### src/rtl/mem_bus_pkg.sv
// Shared definitions for memory-bus initiators: DMA state encoding,
// word geometry and the request bundle an initiator drives onto the bus.
package mem_bus_pkg;

    localparam int         WORD_BYTES = 4;
    localparam logic [3:0] FULL_MASK  = 4'hF;
    localparam int         BUS_ADDR_W = 32;

    typedef enum logic [2:0] {
        IDLE    = 3'd0,
        RD_REQ  = 3'd1,
        RD_WAIT = 3'd2,
        WR_REQ  = 3'd3,
        WR_WAIT = 3'd4,
        FINISH  = 3'd5
    } dma_state_t;

    // Initiator-side request signals, registered by whoever owns them.
    typedef struct packed {
        logic [BUS_ADDR_W-1:0] addr;
        logic [31:0]           wdata;
        logic [3:0]            wmask;
        logic                  rstrb;
    } bus_req_t;

endpackage

### src/rtl/bus_wait_timer.sv
// Wait-state counter shared by the read and write wait phases of the DMA.
// lat_ok rises once the slave's minimum latency has elapsed; expired rises
// on the last permitted wait cycle. The count saturates there.
module bus_wait_timer #(
    parameter int MIN_LAT = 2,
    parameter int TIMEOUT = 64
) (
    input  logic clk,
    input  logic reset,
    input  logic clear,
    output logic lat_ok,
    output logic expired
);

    localparam int CNT_W = $clog2(TIMEOUT + 1);

    logic [CNT_W-1:0] count;

    // Count wait cycles; cleared whenever the owner is not waiting.
    always_ff @(posedge clk) begin
        if (reset || clear) begin
            count <= '0;
        end else if (!expired) begin
            count <= count + CNT_W'(1);
        end
    end

    assign lat_ok  = (count >= CNT_W'(MIN_LAT - 1));
    assign expired = (count >= CNT_W'(TIMEOUT - 1));

endmodule

### src/rtl/mem_bus_dma.sv
// Word-copy DMA initiator for the core-side memory bus.
// Copies cfg_len words from cfg_src to cfg_dst, one read then one write per
// word, honouring rbusy/wbusy and aborting with a sticky error on timeout.
// Optional build macro DMA_FILL_EN adds fill_mode/cfg_pattern: a fill writes
// the pattern to every destination word and issues no reads.
// Bus handshake: mem_rstrb and mem_wmask are single-cycle request strokes;
// mem_addr/mem_wdata stay stable until the slave drops its busy flag, and
// the slave response is never sampled before MIN_LAT cycles after the stroke.
module mem_bus_dma
    import mem_bus_pkg::*;
#(
    parameter int ADDR_W  = 32,
    parameter int LEN_W   = 10,
    parameter int MIN_LAT = 2,
    parameter int TIMEOUT = 64
) (
    input  logic              clk,
    input  logic              reset,
    input  logic              start,
    input  logic [ADDR_W-1:0] cfg_src,
    input  logic [ADDR_W-1:0] cfg_dst,
    input  logic [LEN_W-1:0]  cfg_len,
`ifdef DMA_FILL_EN
    input  logic              fill_mode,
    input  logic [31:0]       cfg_pattern,
`endif
    output logic              busy,
    output logic              done,
    output logic              error,
    output logic [ADDR_W-1:0] mem_addr,
    output logic [31:0]       mem_wdata,
    output logic [3:0]        mem_wmask,
    output logic              mem_rstrb,
    input  logic [31:0]       mem_rdata,
    input  logic              mem_rbusy,
    input  logic              mem_wbusy,
    output dma_state_t        dbg_state
);

    localparam logic [ADDR_W-1:0] ALIGN = ~ADDR_W'(WORD_BYTES - 1);
    localparam logic [ADDR_W-1:0] STEP  = ADDR_W'(WORD_BYTES);

    dma_state_t        state;
    logic [ADDR_W-1:0] src_ptr;
    logic [ADDR_W-1:0] dst_ptr;
    logic [LEN_W-1:0]  remaining;
    bus_req_t          req;
    logic              lat_ok;
    logic              expired;
    logic              timer_clear;

`ifdef DMA_FILL_EN
    logic              fill_q;
    logic [31:0]       pattern_q;
`else
    localparam logic        fill_q    = 1'b0;
    localparam logic [31:0] pattern_q = '0;
`endif

    assign timer_clear = !((state == RD_WAIT) || (state == WR_WAIT));

    bus_wait_timer #(
        .MIN_LAT (MIN_LAT),
        .TIMEOUT (TIMEOUT)
    ) u_timer (
        .clk     (clk),
        .reset   (reset),
        .clear   (timer_clear),
        .lat_ok  (lat_ok),
        .expired (expired)
    );

    // Transfer sequencer; bus strokes are registered on entry to the
    // request states so they are high for exactly that state's one cycle.
    always_ff @(posedge clk) begin
        if (reset) begin
            state     <= IDLE;
            src_ptr   <= '0;
            dst_ptr   <= '0;
            remaining <= '0;
            req       <= '0;
            done      <= 1'b0;
            error     <= 1'b0;
`ifdef DMA_FILL_EN
            fill_q    <= 1'b0;
            pattern_q <= '0;
`endif
        end else begin
            done <= 1'b0;
            case (state)
                IDLE: begin
                    if (start) begin
                        error <= 1'b0;
                        if (cfg_len == '0) begin
                            state <= FINISH;
                            done  <= 1'b1;
                        end else begin
                            src_ptr   <= cfg_src & ALIGN;
                            dst_ptr   <= cfg_dst & ALIGN;
                            remaining <= cfg_len;
`ifdef DMA_FILL_EN
                            fill_q    <= fill_mode;
                            pattern_q <= cfg_pattern;
                            if (fill_mode) begin
                                state     <= WR_REQ;
                                req.addr  <= BUS_ADDR_W'(cfg_dst & ALIGN);
                                req.wdata <= cfg_pattern;
                                req.wmask <= FULL_MASK;
                            end else begin
                                state     <= RD_REQ;
                                req.addr  <= BUS_ADDR_W'(cfg_src & ALIGN);
                                req.rstrb <= 1'b1;
                            end
`else
                            state     <= RD_REQ;
                            req.addr  <= BUS_ADDR_W'(cfg_src & ALIGN);
                            req.rstrb <= 1'b1;
`endif
                        end
                    end
                end
                RD_REQ: begin
                    req.rstrb <= 1'b0;
                    state     <= RD_WAIT;
                end
                RD_WAIT: begin
                    if (lat_ok && !mem_rbusy) begin
                        state     <= WR_REQ;
                        req.addr  <= BUS_ADDR_W'(dst_ptr);
                        req.wdata <= mem_rdata;
                        req.wmask <= FULL_MASK;
                    end else if (expired) begin
                        error <= 1'b1;
                        done  <= 1'b1;
                        state <= FINISH;
                    end
                end
                WR_REQ: begin
                    req.wmask <= '0;
                    state     <= WR_WAIT;
                end
                WR_WAIT: begin
                    if (lat_ok && !mem_wbusy) begin
                        src_ptr   <= fill_q ? src_ptr : src_ptr + STEP;
                        dst_ptr   <= dst_ptr + STEP;
                        remaining <= remaining - LEN_W'(1);
                        if (remaining == LEN_W'(1)) begin
                            state <= FINISH;
                            done  <= 1'b1;
                        end else if (fill_q) begin
                            state     <= WR_REQ;
                            req.addr  <= BUS_ADDR_W'(dst_ptr + STEP);
                            req.wdata <= pattern_q;
                            req.wmask <= FULL_MASK;
                        end else begin
                            state     <= RD_REQ;
                            req.addr  <= BUS_ADDR_W'(src_ptr + STEP);
                            req.rstrb <= 1'b1;
                        end
                    end else if (expired) begin
                        error <= 1'b1;
                        done  <= 1'b1;
                        state <= FINISH;
                    end
                end
                FINISH: begin
                    state <= IDLE;
                end
                default: begin
                    state <= IDLE;
                end
            endcase
        end
    end

    assign busy      = (state != IDLE);
    assign mem_addr  = req.addr[ADDR_W-1:0];
    assign mem_wdata = req.wdata;
    assign mem_wmask = req.wmask;
    assign mem_rstrb = req.rstrb;
    assign dbg_state = state;

endmodule
### config.mk
export PLATFORM = sky130hd
export DESIGN_NAME = mem_bus_dma
export DESIGN_NICKNAME = d
export VERILOG_FILES = /design/src/rtl/mem_bus_pkg.sv /design/src/rtl/bus_wait_timer.sv /design/src/rtl/mem_bus_dma.sv
export SDC_FILE = /design/constraint.sdc
export NUM_CORES = 1
export LEC_CHECK = 0
export CAP_MARGIN = 20
export CORE_MARGIN = 2
export CORE_UTILIZATION = 30
export CTS_CLUSTER_DIAMETER = 120
export DETAILED_ROUTE_END_ITERATION = 12
export SYNTH_ARGS = -nofsm -noshare
export SYNTH_HDL_FRONTEND = slang
export SYNTH_SLANG_ARGS = --single-unit
export TNS_END_PERCENT = 5
### constraint.sdc
create_clock -name clk -period 2.3 [get_ports clk]
set_input_delay 0.46 -clock clk [delete_from_list [all_inputs] [get_ports clk]]
set_output_delay 0.46 -clock clk [all_outputs]
set_load 0.03 [all_outputs]
==> run_results.csv, run 1 <==
group,metric,value,unit
status,status,"completed",
critical_path,endpoint,"mem_addr[20]$_SDFFE_PP0P_",
sta,fmax,0.4444,GHz
sta,fin_crit,2.250,ns
synthesis,synth_fp_nets,1210,
critical_path,reg2reg_depth,9,
final_layout,drive_gt1_share,15.83,%
min_path,hold_path.class,"reg -> reg",
min_path,whs_path_depth,2,
pwr,p_per_area,668.5,nW/µm²
final_layout,final_nets,1418,
pwr,ir_worst_vdd,0.0004596,V
global_routing,antenna_found_initial,1,
global_routing,overflow,0,
placed_design,gp_congestion,0.8554,
synthesis,synth_area,8479,µm²
synthesis,yosys.area.top_type,"dfxtp_1",
synthesis,ys_ff_latch,147,
critical_path,path_cells,"inv_2, ha_1, or4b_4, or4_4, o211a_1, buf_12, buf_12, a21oi_2, a311oi_2",
synthesis,ys_types,77,
clocking,numCtsBuffers,17,
critical_path,worstPathArrival,2.53,ns
global_routing,grt_usage,20.55,%
sta,slew_viol_final,0,
die,die_width,172.1,µm
synthesis,ys_async_sr_fraction,0,%
placed_design,placedCellCount,1655,
critical_path,required,2.58,ns
synthesis,synthCells,1093,
critical_path,endpoint_kind,"flop",
detailed_routing,via_per_inst,5.469,
clocking,clkSinkCount,147,
detailed_routing,drtAntennaViolNets,0,
placed_design,portBuffers,181,
critical_path,r2r_end,"mem_addr[20]$_SDFFE_PP0P_",
sta,finalClockSkew,0.01218,ns
die,num_rows,61,
critical_path,cp_common_cell,"buf_12",
detailed_routing,drc,0,
synthesis,synthTopCellsByArea,"dfxtp_1, a21oi_1, nand2_1, nor2_1, clkbuf_1",
clocking,clk_path_buf_depth,2,
sta,rsz0062_at_grt,"true",
critical_path,max_stage_delay,0.45,ns
global_routing,grt_pass1_wl,47.48,mm
synthesis,avgSynthCellArea,7.758,µm²
die,start_util,30.52,%
die,die_h,172.1,µm
clocking,cts_tree,"done",
detailed_routing,wl,31.04,mm
detailed_routing,dr.pass1.iters,5,
die,core,27780,µm²
critical_path,worstSetupPathType,"reg -> reg",
critical_path,slowest_stage,"or4b_4",
detailed_routing,vias,9259,
final_layout,nFillCells,2860,
synthesis,yosys_warnings,0,
sta,slew_headroom,55.56,%
job,drv_cap,0,
detailed_routing,routedWlPerCell,18.34,µm
placed_design,place_hpwl,21.47,mm
synthesis,synth_edf_count,0,
die,dieArea,29630,µm²
global_routing,grt_max_degree,126,
critical_path,crit_fanout,17,
global_routing,grt_pass1_vias,8789,
critical_path,start_kind,"flop",
synthesis,ys.flop_type,"dfxtp_1",
critical_path,timing.rr.start,"remaining[1]$_SDFFE_PP0P_",
final_layout,synthToLayoutAreaGrowth,41.89,%
critical_path,startpoint,"remaining[1]$_SDFFE_PP0P_",
sta,post-route-period-util,97.84,%
final_layout,fin_cells,1693,
clocking,hold_buffers,0,
pwr,leakage,0.004330,µW
synthesis,yosysSeqAreaShare,34.71,%
detailed_routing,dr.first_iter.drc_count,792,
clocking,clock_latency,0.44,ns
final_layout,final_common_cell,"clkdlybuf4s50_1",
synthesis,synth_top_area_share,34.71,%
sta,finalHoldViolCount,0,
clocking,path_clk_slew,0.07,ns
die,io-pin-count,186,
clocking,cts-root-buf,"clkbuf_16",
sta,setup_viol,0,
final_layout,utilization,43.31,%
sta,tightest_slew,0.6667,ns
critical_path,reg2reg_slack,0.05,ns
final_layout,final_cell_mix,"clkdlybuf4s50_1, nand2_1, dfxtp_1",
clocking,htree_levels,4,
where the power goes:
| part | switching (µW) | total [µW] | internal (µW) |
|---|---|---|---|
| registers | 232 | 3000 | 2770 |
| clock network | 1300 | 3060 | 1760 |
| logic | 1080 | 1990 | 904 |
| total | 2610 | 8040 | 5430 |
layer usage:
metal | vias up | track usage [%] | share of wire, %
li1 | 4474 | - | -
met1 | 4350 | 26.77 | 44
met2 | 386 | 32.48 | 45
met3 | 49 | 4.623 | 7.9
met4 | 0 | 9.207 | 3.4
met5 | - | 0 | 0
worst min path at each step:
stage	slack (ns)	start	end
2_1_floorplan	0.45	dst_ptr[22]$_SDFFE_PP0P_	dst_ptr[22]$_SDFFE_PP0P_
3_3_place_gp	0.44	mem_wdata[12]$_SDFFE_PP0P_	mem_wdata[12]$_SDFFE_PP0P_
3_5_place_dp	0.45	mem_wdata[7]$_SDFFE_PP0P_	mem_wdata[7]$_SDFFE_PP0P_
4_1_cts	0.46	mem_wdata[6]$_SDFFE_PP0P_	mem_wdata[6]$_SDFFE_PP0P_
5_1_grt	0.47	mem_wdata[2]$_SDFFE_PP0P_	mem_wdata[2]$_SDFFE_PP0P_
6_report	0.45	mem_wdata[28]$_SDFFE_PP0P_	mem_wdata[28]$_SDFFE_PP0P_
state kept, by name (all words and copies together) (netlist names):
signal	flops
mem_wmask	1
dst_ptr	30
done	1
src_ptr	30
dbg_state	3
u_timer.count	7
remaining	10
mem_rstrb	1
error	1
mem_addr	31
mem_wdata	32
final cells by class:
cell class	count	area, µm²	area share (%)
well taps	378	473.0	3.931
clock buffers	17	425.4	3.536
inverters	23	86.33	0.7176
multi-input cells	823	5046	41.94
clock inverters	15	212.7	1.768
diodes	1	2.502	0.02080
repair buffers	289	2838	23.59
flip-flops and latches	147	2948	24.50
per-stage QoR:
stage / instance area (µm²) / setup TNS (ns) / setup slack (ns) / hold WS [ns] / power [µW]
5_1_grt: 12030 / -0.07057 / -0.01548 / 0.4689 / 8390
3_5_place_dp: 11290 / -33.24 / -0.4767 / 0.4476 / 4976
4_1_cts: 11940 / 0 / 0.007216 / 0.4554 / 8045
3_3_place_gp: 11290 / -32.06 / -0.4382 / 0.4403 / 4953
6_report: 12030 / 0 / 0.04961 / 0.4537 / 8043
2_1_floorplan: 8482 / 0 / 0.04778 / 0.4457 / 4064
cell families (layout without fill, tap and decap cells):
| group | Yosys count | count (layout) | synth area share [%] |
|---|---|---|---|
| xor gates and xnor gates | 18 | 18 | 1.859 |
| muxes | 8 | 8 | 0.9444 |
| DFF | 147 | 147 | 34.71 |
| other | 0 | 1 | 0 |
| and+or+nand+nor | 409 | 411 | 23.26 |
| adders and majority gates | 6 | 6 | 0.8853 |
| buffers and inverters | 125 | 344 | 6.670 |
| AOI/OAI and AO/OA | 380 | 380 | 31.68 |
synthesized netlist by cell type, types with 5 or more instances:
cell      instances
o21a_1            5
o32ai_1          21
nor3_1           34
a311oi_1          6
inv_1            22
xor2_1           12
and2_1           11
a22o_1            5
clkbuf_1         60
nand4_1          21
a21oi_1         130
ha_1              6
o21ai_1          13
and4_1            8
o21ai_0          44
nor2_1           70
nand3_1          38
dfxtp_1         147
a221oi_1          8
a211oi_1          6
o211ai_1          7
a311oi_2          9
o31ai_1           7
nor4_1           14
o31a_1           10
a211oi_2          6
nand2_1         170
a22oi_1          11
buf_2            23
buf_6             6
buf_4             6
a21o_1            9
nor4_2            5
a31oi_1          20
and3_1            7
buf_1             7
mux2i_1           8
a32o_1            8
a21oi_2          11
or3_1             5
xnor2_1           6
critical path: cells and delay by family, from the launching register on:
| kind | cells | cell delay, ns |
|---|---|---|
| DFF | 1 | 0.32 |
| AOI/OAI and AO/OA | 3 | 0.35 |
| buffers and inverters | 3 | 0.37 |
| adders and majority gates | 1 | 0.13 |
| and+or+nand+nor | 2 | 0.90 |
timing repair:
item,4_1_cts,5_1_grt
cloned,0,2
gates resized for setup,3,11
setup buffers,0,3
setup endpoints to repair,14,55
pin swaps,1,5
(Power assumes the default switching activity.)
==> run 2: changes to the inputs <==
--- a/config.mk
+++ b/config.mk
@@ -7,9 +7,10 @@
 export LEC_CHECK = 0
 export CAP_MARGIN = 20
 export CORE_MARGIN = 2
-export CORE_UTILIZATION = 30
+export CORE_UTILIZATION = 47
 export CTS_CLUSTER_DIAMETER = 120
 export DETAILED_ROUTE_END_ITERATION = 12
+export PLACE_DENSITY_LB_ADDON = 0.15
 export SYNTH_ARGS = -nofsm -noshare
 export SYNTH_HDL_FRONTEND = slang
 export SYNTH_SLANG_ARGS = --single-unit
==> run_results.csv, run 2 (synthesized netlist as in run 1, its figures left out) <==
group,metric,value,unit
sta,slew_viol_final,0,
final_layout,drive_gt1_share,15.68,%
die,num_rows,49,
final_layout,final_cell_mix,"clkdlybuf4s50_1, nand2_1, dfxtp_1",
sta,fmax,0.4471,GHz
placed_design,place_area,11000,µm²
placed_design,portBuffers,181,
global_routing,grt_usage,29.65,%
clocking,path_clk_slew,0.07,ns
critical_path,reg2reg_depth,9,
critical_path,endpoint_kind,"flop",
global_routing,antenna_found_initial,0,
clocking,cts-root-buf,"clkbuf_16",
detailed_routing,drc,0,
die,start_util,47.53,%
final_layout,nFillCells,1545,
sta,fin_crit,2.237,ns
global_routing,grt_pass1_vias,9020,
clocking,hold_buffers,0,
clocking,cts_tree,"done",
job,drv_cap,0,
critical_path,timing.rr.start,"remaining[1]$_SDFFE_PP0P_",
detailed_routing,routedWlPerCell,19.02,µm
final_layout,fin_cells,1536,
sta,post-route-period-util,97.25,%
critical_path,r2r_end,"mem_addr[14]$_SDFFE_PP0P_",
clocking,clock_latency,0.43,ns
die,io-pin-count,186,
final_layout,final_common_cell,"clkdlybuf4s50_1",
detailed_routing,wl,29.22,mm
pwr,ir_worst_vdd,0.0005683,V
final_layout,final_nets,1411,
critical_path,startpoint,"remaining[1]$_SDFFE_PP0P_",
min_path,whs_path_depth,2,
critical_path,start_kind,"flop",
placed_design,place_hpwl,19.83,mm
min_path,hold_path.class,"reg -> reg",
pwr,p_total,7627,µW
critical_path,endpoint,"mem_addr[14]$_SDFFE_PP0P_",
global_routing,grt_max_degree,126,
die,core,17840,µm²
sta,slew_headroom,51.68,%
sta,setup_viol,0,
sta,finalHoldViolCount,0,
die,dieArea,19130,µm²
final_layout,num_antenna_cells,0,
critical_path,required,2.65,ns
detailed_routing,vias,9474,
die,die_h,138.3,µm
detailed_routing,dr.first_iter.drc_count,860,
critical_path,worstPathArrival,2.58,ns
final_layout,utilization,65.29,%
sta,finalClockSkew,0.007203,ns
final_layout,final_area,11650,µm²
sta,rsz0062_at_grt,"true",
status,status,"completed",
clocking,htree_levels,4,
critical_path,crit_fanout,5,
final_layout,largest_reg_flops,32,
detailed_routing,drtAntennaViolNets,0,
critical_path,worstSetupPathType,"reg -> reg",
die,die_width,138.3,µm
detailed_routing,via_per_inst,6.168,
clocking,cts_setup_buffers,0,
global_routing,grt_pass1_wl,46.81,mm
clocking,clk_path_buf_depth,2,
sta,tightest_slew,0.7182,ns
pwr,p_per_area,654.8,nW/µm²
clocking,numCtsBuffers,17,
clocking,clkSinkCount,147,
placed_design,placedCellCount,1502,
global_routing,overflow,0,
pwr,leakage,0.004211,µW
final_layout,synthToLayoutAreaGrowth,37.36,%
critical_path,reg2reg_slack,0.06,ns
placed_design,gp_congestion,0.9181,
detailed_routing,dr.pass1.iters,6,
-- run 2: how the worst min path moves through the flow --
stage | slack (ns) | to | start
global placement | 0.44 | mem_wdata[4]$_SDFFE_PP0P_ | mem_wdata[4]$_SDFFE_PP0P_
floorplan | 0.45 | dst_ptr[22]$_SDFFE_PP0P_ | dst_ptr[22]$_SDFFE_PP0P_
finish | 0.45 | mem_wdata[15]$_SDFFE_PP0P_ | mem_wdata[15]$_SDFFE_PP0P_
CTS | 0.45 | mem_wdata[2]$_SDFFE_PP0P_ | mem_wdata[2]$_SDFFE_PP0P_
global route | 0.47 | mem_wdata[28]$_SDFFE_PP0P_ | mem_wdata[28]$_SDFFE_PP0P_
detailed placement | 0.45 | mem_wdata[6]$_SDFFE_PP0P_ | mem_wdata[6]$_SDFFE_PP0P_
-- run 2: layout make-up --
cell class / count / area (µm²) / area share (%)
Multi-Input combinational cell: 823 / 5066 / 43.50
Clock inverter: 15 / 135.1 / 1.160
Inverter: 23 / 86.33 / 0.7412
Timing Repair Buffer: 282 / 2699 / 23.17
Sequential cell: 147 / 2949 / 25.32
Clock buffer: 17 / 425.4 / 3.652
Tap cell: 229 / 286.5 / 2.460
-- run 2: per-layer routing --
metal,GRT usage [%],up-vias,share of wire (%)
met5,0,-,0
met4,14.34,0,4.5
met3,6.547,87,8.6
met2,47.86,473,46
met1,37.68,4466,41
li1,-,4448,-
-- run 2: repair_timing --
item / CTS / global route
gates resized for setup: 2 / 19
setup endpoints to repair: 1 / 34
pin swaps: 0 / 4
cloned: 0 / 2
-- run 2: through the flow --
| stage | hold slack, ns | setup TNS (ns) | setup WS [ns] |
|---|---|---|---|
| floorplan | 0.4457 | 0 | 0.04778 |
| global placement | 0.4400 | -20.90 | -0.2799 |
| finish | 0.4525 | 0 | 0.06316 |
| detailed placement | 0.4474 | -23.27 | -0.3489 |
| global route | 0.4719 | -0.08989 | -0.03972 |
| CTS | 0.4549 | 0 | 0.01537 |
-- run 2: critical path, cell delays in order (launching register included) --
cell and delay, ns:
dfxtp_2 0.34, inv_2 0.06, ha_1 0.13, or4b_4 0.45, or4_4 0.45, o211ai_4 0.20, buf_6 0.19, buf_4 0.11
o211ai_1 0.10, o31ai_1 0.10
-- run 2: power breakdown --
| group | switching (µW) | internal [µW] |
|---|---|---|
| clock network | 1200 | 1490 |
| logic | 1060 | 869 |
| registers | 246 | 2770 |
